File: src/rtl/pulp_power_domain_sequencer.sv
// Power-up/power-down sequencer for one switchable domain: orders switch enable,
// level-shifter clamps and domain reset so clamp and reset cover any unpowered period.
module pulp_power_domain_sequencer #(
  parameter int CLAMP_SETUP_CYCLES = 4,
  parameter int CLAMP_HOLD_CYCLES  = 4,
  parameter int RST_RELEASE_CYCLES = 8,
  parameter int TIMEOUT_CYCLES     = 256
) (
  input  logic clk_i,
  input  logic rst_i,
  input  logic pwr_req_i,
  output logic pwr_ack_o,
  output logic busy_o,
  output logic err_o,
  output logic switch_en_o,
  input  logic switch_ack_i,
  output logic clamp_o,
  output logic domain_rst_o
);

  localparam int MAX_SH  = (CLAMP_SETUP_CYCLES > CLAMP_HOLD_CYCLES) ? CLAMP_SETUP_CYCLES : CLAMP_HOLD_CYCLES;
  localparam int MAX_RT  = (RST_RELEASE_CYCLES > TIMEOUT_CYCLES) ? RST_RELEASE_CYCLES : TIMEOUT_CYCLES;
  localparam int MAX_CYC = (MAX_SH > MAX_RT) ? MAX_SH : MAX_RT;
  localparam int CNT_W   = $clog2(MAX_CYC) + 1;

  localparam logic [CNT_W-1:0] LD_SETUP   = CNT_W'(CLAMP_SETUP_CYCLES - 1);
  localparam logic [CNT_W-1:0] LD_HOLD    = CNT_W'(CLAMP_HOLD_CYCLES - 1);
  localparam logic [CNT_W-1:0] LD_RST     = CNT_W'(RST_RELEASE_CYCLES - 1);
  localparam logic [CNT_W-1:0] LD_TIMEOUT = CNT_W'(TIMEOUT_CYCLES - 1);

  localparam logic [2:0] ST_OFF     = 3'd0;
  localparam logic [2:0] ST_SW_ON   = 3'd1;
  localparam logic [2:0] ST_UNCLAMP = 3'd2;
  localparam logic [2:0] ST_RST_REL = 3'd3;
  localparam logic [2:0] ST_ON      = 3'd4;
  localparam logic [2:0] ST_CLAMP   = 3'd5;
  localparam logic [2:0] ST_SW_OFF  = 3'd6;
  localparam logic [2:0] ST_ERROR   = 3'd7;

  logic             ack_sync_p0;
  logic             ack_sync_p1;
  logic             ack_s;
  logic [2:0]       state_q;
  logic [2:0]       state_nxt;
  logic [CNT_W-1:0] cnt_q;
  logic [CNT_W-1:0] cnt_ld;
  logic             cnt_zero;

  // Switch ack synchronizer stage 0 -> stage 1
  always_ff @(posedge clk_i) begin
    if (rst_i) begin
      ack_sync_p0 <= 1'b0;
      ack_sync_p1 <= 1'b0;
    end else begin
      ack_sync_p0 <= switch_ack_i;
      ack_sync_p1 <= ack_sync_p0;
    end
  end

  assign ack_s    = ack_sync_p1;
  assign cnt_zero = (cnt_q == '0);

  // Wait states give the ack priority over the timeout, so an ack seen in the last
  // allowed cycle still completes the sequence.
  always_comb begin
    state_nxt = state_q;
    cnt_ld    = '0;
    case (state_q)
      ST_OFF: begin
        if (pwr_req_i) begin
          state_nxt = ST_SW_ON;
          cnt_ld    = LD_TIMEOUT;
        end
      end
      ST_SW_ON: begin
        if (ack_s) begin
          state_nxt = ST_UNCLAMP;
          cnt_ld    = LD_HOLD;
        end else if (cnt_zero) begin
          state_nxt = ST_ERROR;
        end
      end
      ST_UNCLAMP: begin
        if (cnt_zero) begin
          state_nxt = ST_RST_REL;
          cnt_ld    = LD_RST;
        end
      end
      ST_RST_REL: begin
        if (cnt_zero) state_nxt = ST_ON;
      end
      ST_ON: begin
        if (!pwr_req_i) begin
          state_nxt = ST_CLAMP;
          cnt_ld    = LD_SETUP;
        end
      end
      ST_CLAMP: begin
        if (cnt_zero) begin
          state_nxt = ST_SW_OFF;
          cnt_ld    = LD_TIMEOUT;
        end
      end
      ST_SW_OFF: begin
        if (!ack_s) begin
          state_nxt = ST_OFF;
        end else if (cnt_zero) begin
          state_nxt = ST_ERROR;
        end
      end
      default: state_nxt = ST_ERROR;
    endcase
  end

  // Shared counter reloads on every state change and otherwise counts down to zero
  always_ff @(posedge clk_i) begin
    if (rst_i) begin
      state_q <= ST_OFF;
      cnt_q   <= '0;
    end else begin
      state_q <= state_nxt;
      if (state_nxt != state_q) begin
        cnt_q <= cnt_ld;
      end else if (!cnt_zero) begin
        cnt_q <= cnt_q - CNT_W'(1);
      end
    end
  end

  always_comb begin
    switch_en_o  = 1'b0;
    clamp_o      = 1'b1;
    domain_rst_o = 1'b1;
    pwr_ack_o    = 1'b0;
    busy_o       = 1'b0;
    err_o        = 1'b0;
    case (state_q)
      ST_SW_ON, ST_UNCLAMP, ST_CLAMP: begin
        switch_en_o = 1'b1;
        busy_o      = 1'b1;
      end
      ST_RST_REL: begin
        switch_en_o = 1'b1;
        clamp_o     = 1'b0;
        busy_o      = 1'b1;
      end
      ST_ON: begin
        switch_en_o  = 1'b1;
        clamp_o      = 1'b0;
        domain_rst_o = 1'b0;
        pwr_ack_o    = 1'b1;
      end
      ST_SW_OFF: busy_o = 1'b1;
      ST_ERROR:  err_o  = 1'b1;
      default: ;
    endcase
  end

endmodule

File: config.mk
export PLATFORM = sky130hd
export DESIGN_NAME = pulp_power_domain_sequencer
export DESIGN_NICKNAME = d
export VERILOG_FILES = /design/src/rtl/pulp_power_domain_sequencer.sv
export SDC_FILE = /design/constraint.sdc
export NUM_CORES = 1
export LEC_CHECK = 0
export ABC_AREA = 1
export CAP_MARGIN = 0
export CORE_MARGIN = 2
export CORE_UTILIZATION = 45
export DETAILED_ROUTE_END_ITERATION = 8
export PLACE_DENSITY = 0.65
export SLEW_MARGIN = 15
export SYNTH_ARGS = -nofsm -noshare
export SYNTH_HDL_FRONTEND = slang
export SYNTH_SLANG_ARGS = --single-unit
File: constraint.sdc
create_clock -name clk_i -period 2.2 [get_ports clk_i]
set_input_delay 0.44 -clock clk_i [delete_from_list [all_inputs] [get_ports clk_i]]
set_output_delay 0.44 -clock clk_i [all_outputs]
set_load 0.1 [all_outputs]
## Yosys cells after proc, flatten, opt, wreduce, memory -nomap -nowiden

Cells that the tools add are included.

- Add/subtract/negate cells: 1
- Equal/unequal tests: 9
- Multiplexer cells: 23
- Reduce and logical (&&, ||, !) cells: 5

Operators by type and width:

| kind | count |
|---|---|
| $pmux 8 s5 | 1 |
| $mux 3 | 9 |
| $pmux 3 s7 | 1 |
| $mux 9 | 2 |
| $mux 8 | 2 |
| $eq 3x3->1 const B | 4 |
| $reduce_or 5->1 | 2 |
| $logic_not 9->1 | 1 |
| $sub 9x1->9 const B | 1 |
| $eq 3x2->1 const B | 2 |
| $mux 1 | 6 |
| $mux 2 | 2 |
| $eq 3x1->1 const B | 1 |
| $logic_not 3->1 | 1 |
| $ne 3x3->1 | 1 |
| $ne 2x1->1 const B | 1 |
| $reduce_or 2->1 | 1 |

- Bits in registers: 14
- Input port bits: 4
- Output and inout port bits: 6

## Longest topological paths before layout

- Depth in word-level cells: 6
- Gate-level depth with buffers: 16
- Gate-level depth less buffers: 15

## Worst setup path before layout

OpenSTA, ideal clock, no wires.

- Path kind: register -> register
- Start point: register state_q[1]
- End point: register state_q[2]
- Setup time: 70 ps
- Data arrival time: 3,304 ps
- Data required time: 2,130 ps
- Setup slack: -1,174 ps
- Cell stages (with the launch flop): 8
- Buffers on the path: 0
- Clock period less this slack: 3,374 ps
- Cells stage by stage: dfxtp_1 > inv_2 > nand2_1 > nor2_1 > a21oi_1 > nand3_1 > o21ai_0 > a21oi_1

- Word-level cells in the longest chain between the ends: 2
- Elaborated cells between the ends (all ways): 8
- Those cells by class: eq/ne (6); mux (1); reduce/logical (1)

Ends and longest elaborated chain:

| item | RTL line | source |
|---|---|---|
| start: declaration | 43 | `logic [2:0] state_q;` |
| start signal: assignment | 121 | `state_q <= state_nxt;` |
| $eq 3x3->1 (tied with other cells) | 68 | `case (state_q)` |
| $pmux 3 s7 * | 68 |  |

Every way passes the cells marked *; elsewhere a longest branch is shown, timed or not.
A chain may end at the register's enable or synchronous reset.

## Worst setup path after layout

- Start point: register state_q[0]
- End point: output port switch_en_o

- Word-level cells in the longest chain between the ends: 3
- Elaborated cells between the ends (all ways): 7
- Those cells by class: eq/ne (5); mux (1); reduce/logical (1)

Ends and longest elaborated chain:

| item | RTL line | source |
|---|---|---|
| $eq 3x3->1 (tied with other cells) | 137 | `case (state_q)` |
| $reduce_or 5->1 (no source line) * | - |  |
| $mux 1 * | 137 |  |
| end: declaration | 15 | `output logic switch_en_o,` |

Marked as above.

==> qor.csv <==
stage,metric,value,unit
route,vias,1030,
route,drt_iter0_drc,39,
placed_design,hpwl,1900,um
logic_synthesis,ys_seq_area_share,26.0,%
cts,numCtsBuffers,3,
finish,area_delta_synth_final,22.6,%
cts,ctsHoldBuffers,0,
cts,cts_max_level,1,
timing,worstMarginPinSlew,0.329,ns
logic_synthesis,synth-main-ff-cell,dfxtp_1,
logic_synthesis,ys_warn_count,0,
worst_setup_path,r2r_start,cnt_q[1],
finish,final_cells,201,
finish,nets,180,
logic_synthesis,yosys.area_share.simple,47.3,%
route,dr.pass1.iters,4,
timing,slew_headroom,78.1,%
logic_synthesis,syn_area,1080,sq um
worst_setup_path,crit_path_start_kind,flop,
die,dieArea,2810,sq um
die,core-area,2230,sq um
logic_synthesis,synth_cells,158,
route,ant_nets,0,
run,cap_violations,0,
global_routing,grt_antenna_before_repair,0,
global_routing,met2_usage,32.3,%
hold_path,worstHoldStart,ack_sync_p0,
worst_setup_path,path_cells,inv_1 > o21ai_0 > inv_1 > nand2_1 > buf_12,
worst_setup_path,critPathMaxStageDelay,0.52,ns
logic_synthesis,synthArstFlopShare,0,%
timing,fin_ws,0.229,ns
global_routing,grt_max_degree,11,
global_routing,met1_usage,24.4,%
die,pin_count,10,
timing,setup_viol,0,
placed_design,io_buffers,9,
cts,insertion_delay,0.28,ns
power,powerDensity,1640,nW/um^2
placed_design,routabilityCongestion,0.800,
global_routing,grt_pass1_vias,902,
logic_synthesis,synth_compound_area_share,6.95,%
global_routing,grt_busiest_layer,met2,
logic_synthesis,yosys.area_share.xor_xnor,5.68,%
timing,hold_viol,0,
timing,finClkSkew,0.00835,ns
timing,slew_viol_final,0,
hold_path,min_path_type,flop to flop,
cts,ctsLongestPathBuffers,2,
cts,cts_tree,built,
logic_synthesis,avgSynthCellArea,6.83,sq um
power,ir_drop,0.000865,V
global_routing,gr-usage-all-layers,18.8,%
timing,layout_min_cycle_time,1.97,ns
logic_synthesis,synth_top_family_by_area,simple AND/OR/NAND/NOR gates,
logic_synthesis,syn-num-nets,164,
global_routing,overflow,0,
die,initial_core_util,48.3,%
route,drt-vias-per-instance,5.12,
logic_synthesis,yosys_register_bits,14,
worst_setup_path,end_kind,output port,
worst_setup_path,criticalPathCategory,flop to output port,
timing,finalCritPeriodShare,89.6,%
status,status,"complete, no violations",
route,wire_per_inst,11.4,um
die,die-width,53.0,um
finish,final_common_cell,nand2_1,
cts,clkSinkCount,14,
finish,final_util,59.3,%
finish,fillers,220,
worst_setup_path,crit_fanout,10,
cts,root_buffer,clkbuf_4,
logic_synthesis,synth.distinct_cells,27,
logic_synthesis,synth_mux_area_share,0,%
worst_setup_path,cp-startpoint,state_q[0],
finish,diodes,0,
route,drc_errors,0,
timing,max_freq,507,MHz
global_routing,use_met3,4.24,%
worst_setup_path,worstPathArrival,1.53,ns
worst_setup_path,critPathMostFrequentCell,inv_1,
die,fp.dieH,53.0,um
placed_design,dpl_worst_slack,0.179,ns
finish,final_cell_mix,"nand2_1 (35), inv_1 (20), nor2_1 (17), dfxtp_1 (14), nand3_1 (12)",
global_routing,grt_pass1_wl,3930,um
timing,fin_tns_setup,0,ns
cts,clk_pin_slew,0.09,ns
timing,hold_ws,0.409,ns
power,leakage,0.675,nW
worst_setup_path,cp_slowest_cell,dfxtp_1,
finish,drive_gt1_share,25.4,%
logic_synthesis,synth_fa_ha_area_share,2.32,%
route,routed_wl,2300,um
timing,rsz0062_at_grt,false,
worst_setup_path,crit_required,1.76,ns
die,row_count,17,
logic_synthesis,synth_edf_count,0,
placed_design,dp.cells,197,
-- logic make-up after synthesis --
family	count (synthesis)
buf+inv	28
xor+xnor	7
flops	14
compound gates	12
simple gates	95
fa+ha+maj	2
-- Yosys cell counts, types with 2 or more instances --
| cell type | instances | area share, % |
|---|---|---|
| nor2_2 | 3 | 1.7 |
| nor2_4 | 2 | 2.1 |
| nand2_4 | 2 | 2.1 |
| nand2_2 | 4 | 2.3 |
| nor2_1 | 18 | 6.3 |
| dfxtp_1 | 14 | 26 |
| inv_2 | 3 | 1.0 |
| xor2_1 | 6 | 4.9 |
| nand3_2 | 8 | 7.4 |
| a21oi_1 | 4 | 1.9 |
| o21ai_0 | 4 | 1.9 |
| ha_1 | 2 | 2.3 |
| nand2_1 | 35 | 12 |
| inv_1 | 21 | 7.3 |
| nand3_1 | 12 | 5.6 |
| nand4_1 | 7 | 4.1 |
| buf_6 | 3 | 3.1 |
-- per-stage QoR --
| stage | cell area (sq um) | power, mW |
|---|---|---|
| 2_1_floorplan | 1090 | 1.65 |
| 3_3_place_gp | 1290 | 1.96 |
| 3_5_place_dp | 1290 | 1.98 |
| 4_1_cts | 1320 | 2.18 |
| 5_1_grt | 1320 | 2.36 |
| 6_report | 1320 | 2.17 |
-- area by class of cell --
class / instances / area [sq um] / share of cell area [%]
Sequential cell: 14 / 280 / 21.2
Inverter: 24 / 90.1 / 6.81
Timing Repair Buffer: 15 / 195 / 14.7
Clock buffer: 4 / 36.3 / 2.74
Tap cell: 28 / 35.0 / 2.65
Multi-Input combinational cell: 116 / 687 / 51.9
-- where the power goes --
part,switching [mW],internal (mW)
Sequential,0.0824,0.332
Combinational,0.996,0.575
Clock,0.0867,0.101
-- metal layers --
metal  share of wire (%)  vias to the layer above  wire length (um)
met2                  49                       10              1130
met4                0.26                        0                 6
met1                  48                      481              1090
li1                    -                      537                 -
met3                 2.7                        2                62
met5                   0                        -                 0
-- flip-flops by register name (all words and copies together), names as in the netlist --
signal	cells
state_q	3
ack_s	1
cnt_q	9
ack_sync_p0	1
-- critical path, delay by kind of cell (launching register included) --
| kind | cells | cell delay [ns] |
|---|---|---|
| flip-flops | 1 | 0.52 |
| AND/OR/NAND/NOR | 1 | 0.11 |
| AO/OA/AOI/OAI | 1 | 0.18 |
| buffers and inverters | 3 | 0.43 |
-- repair_timing --
item                                   4_1_cts  5_1_grt
setup endpoints to repair                    0        4
gates resized for setup                      0        1
endpoints found under the hold margin        0        0
buffers inserted                             0        0
-- worst paths after layout --
path	endpoint	cells past startpoint	slack (ns)
max reg2reg	cnt_q[6]	14	0.27
max	switch_en_o	5	0.23
min reg2reg	ack_s	2	0.41
min	ack_s	2	0.41
Note: power is estimated with default switching activity, not from simulation.
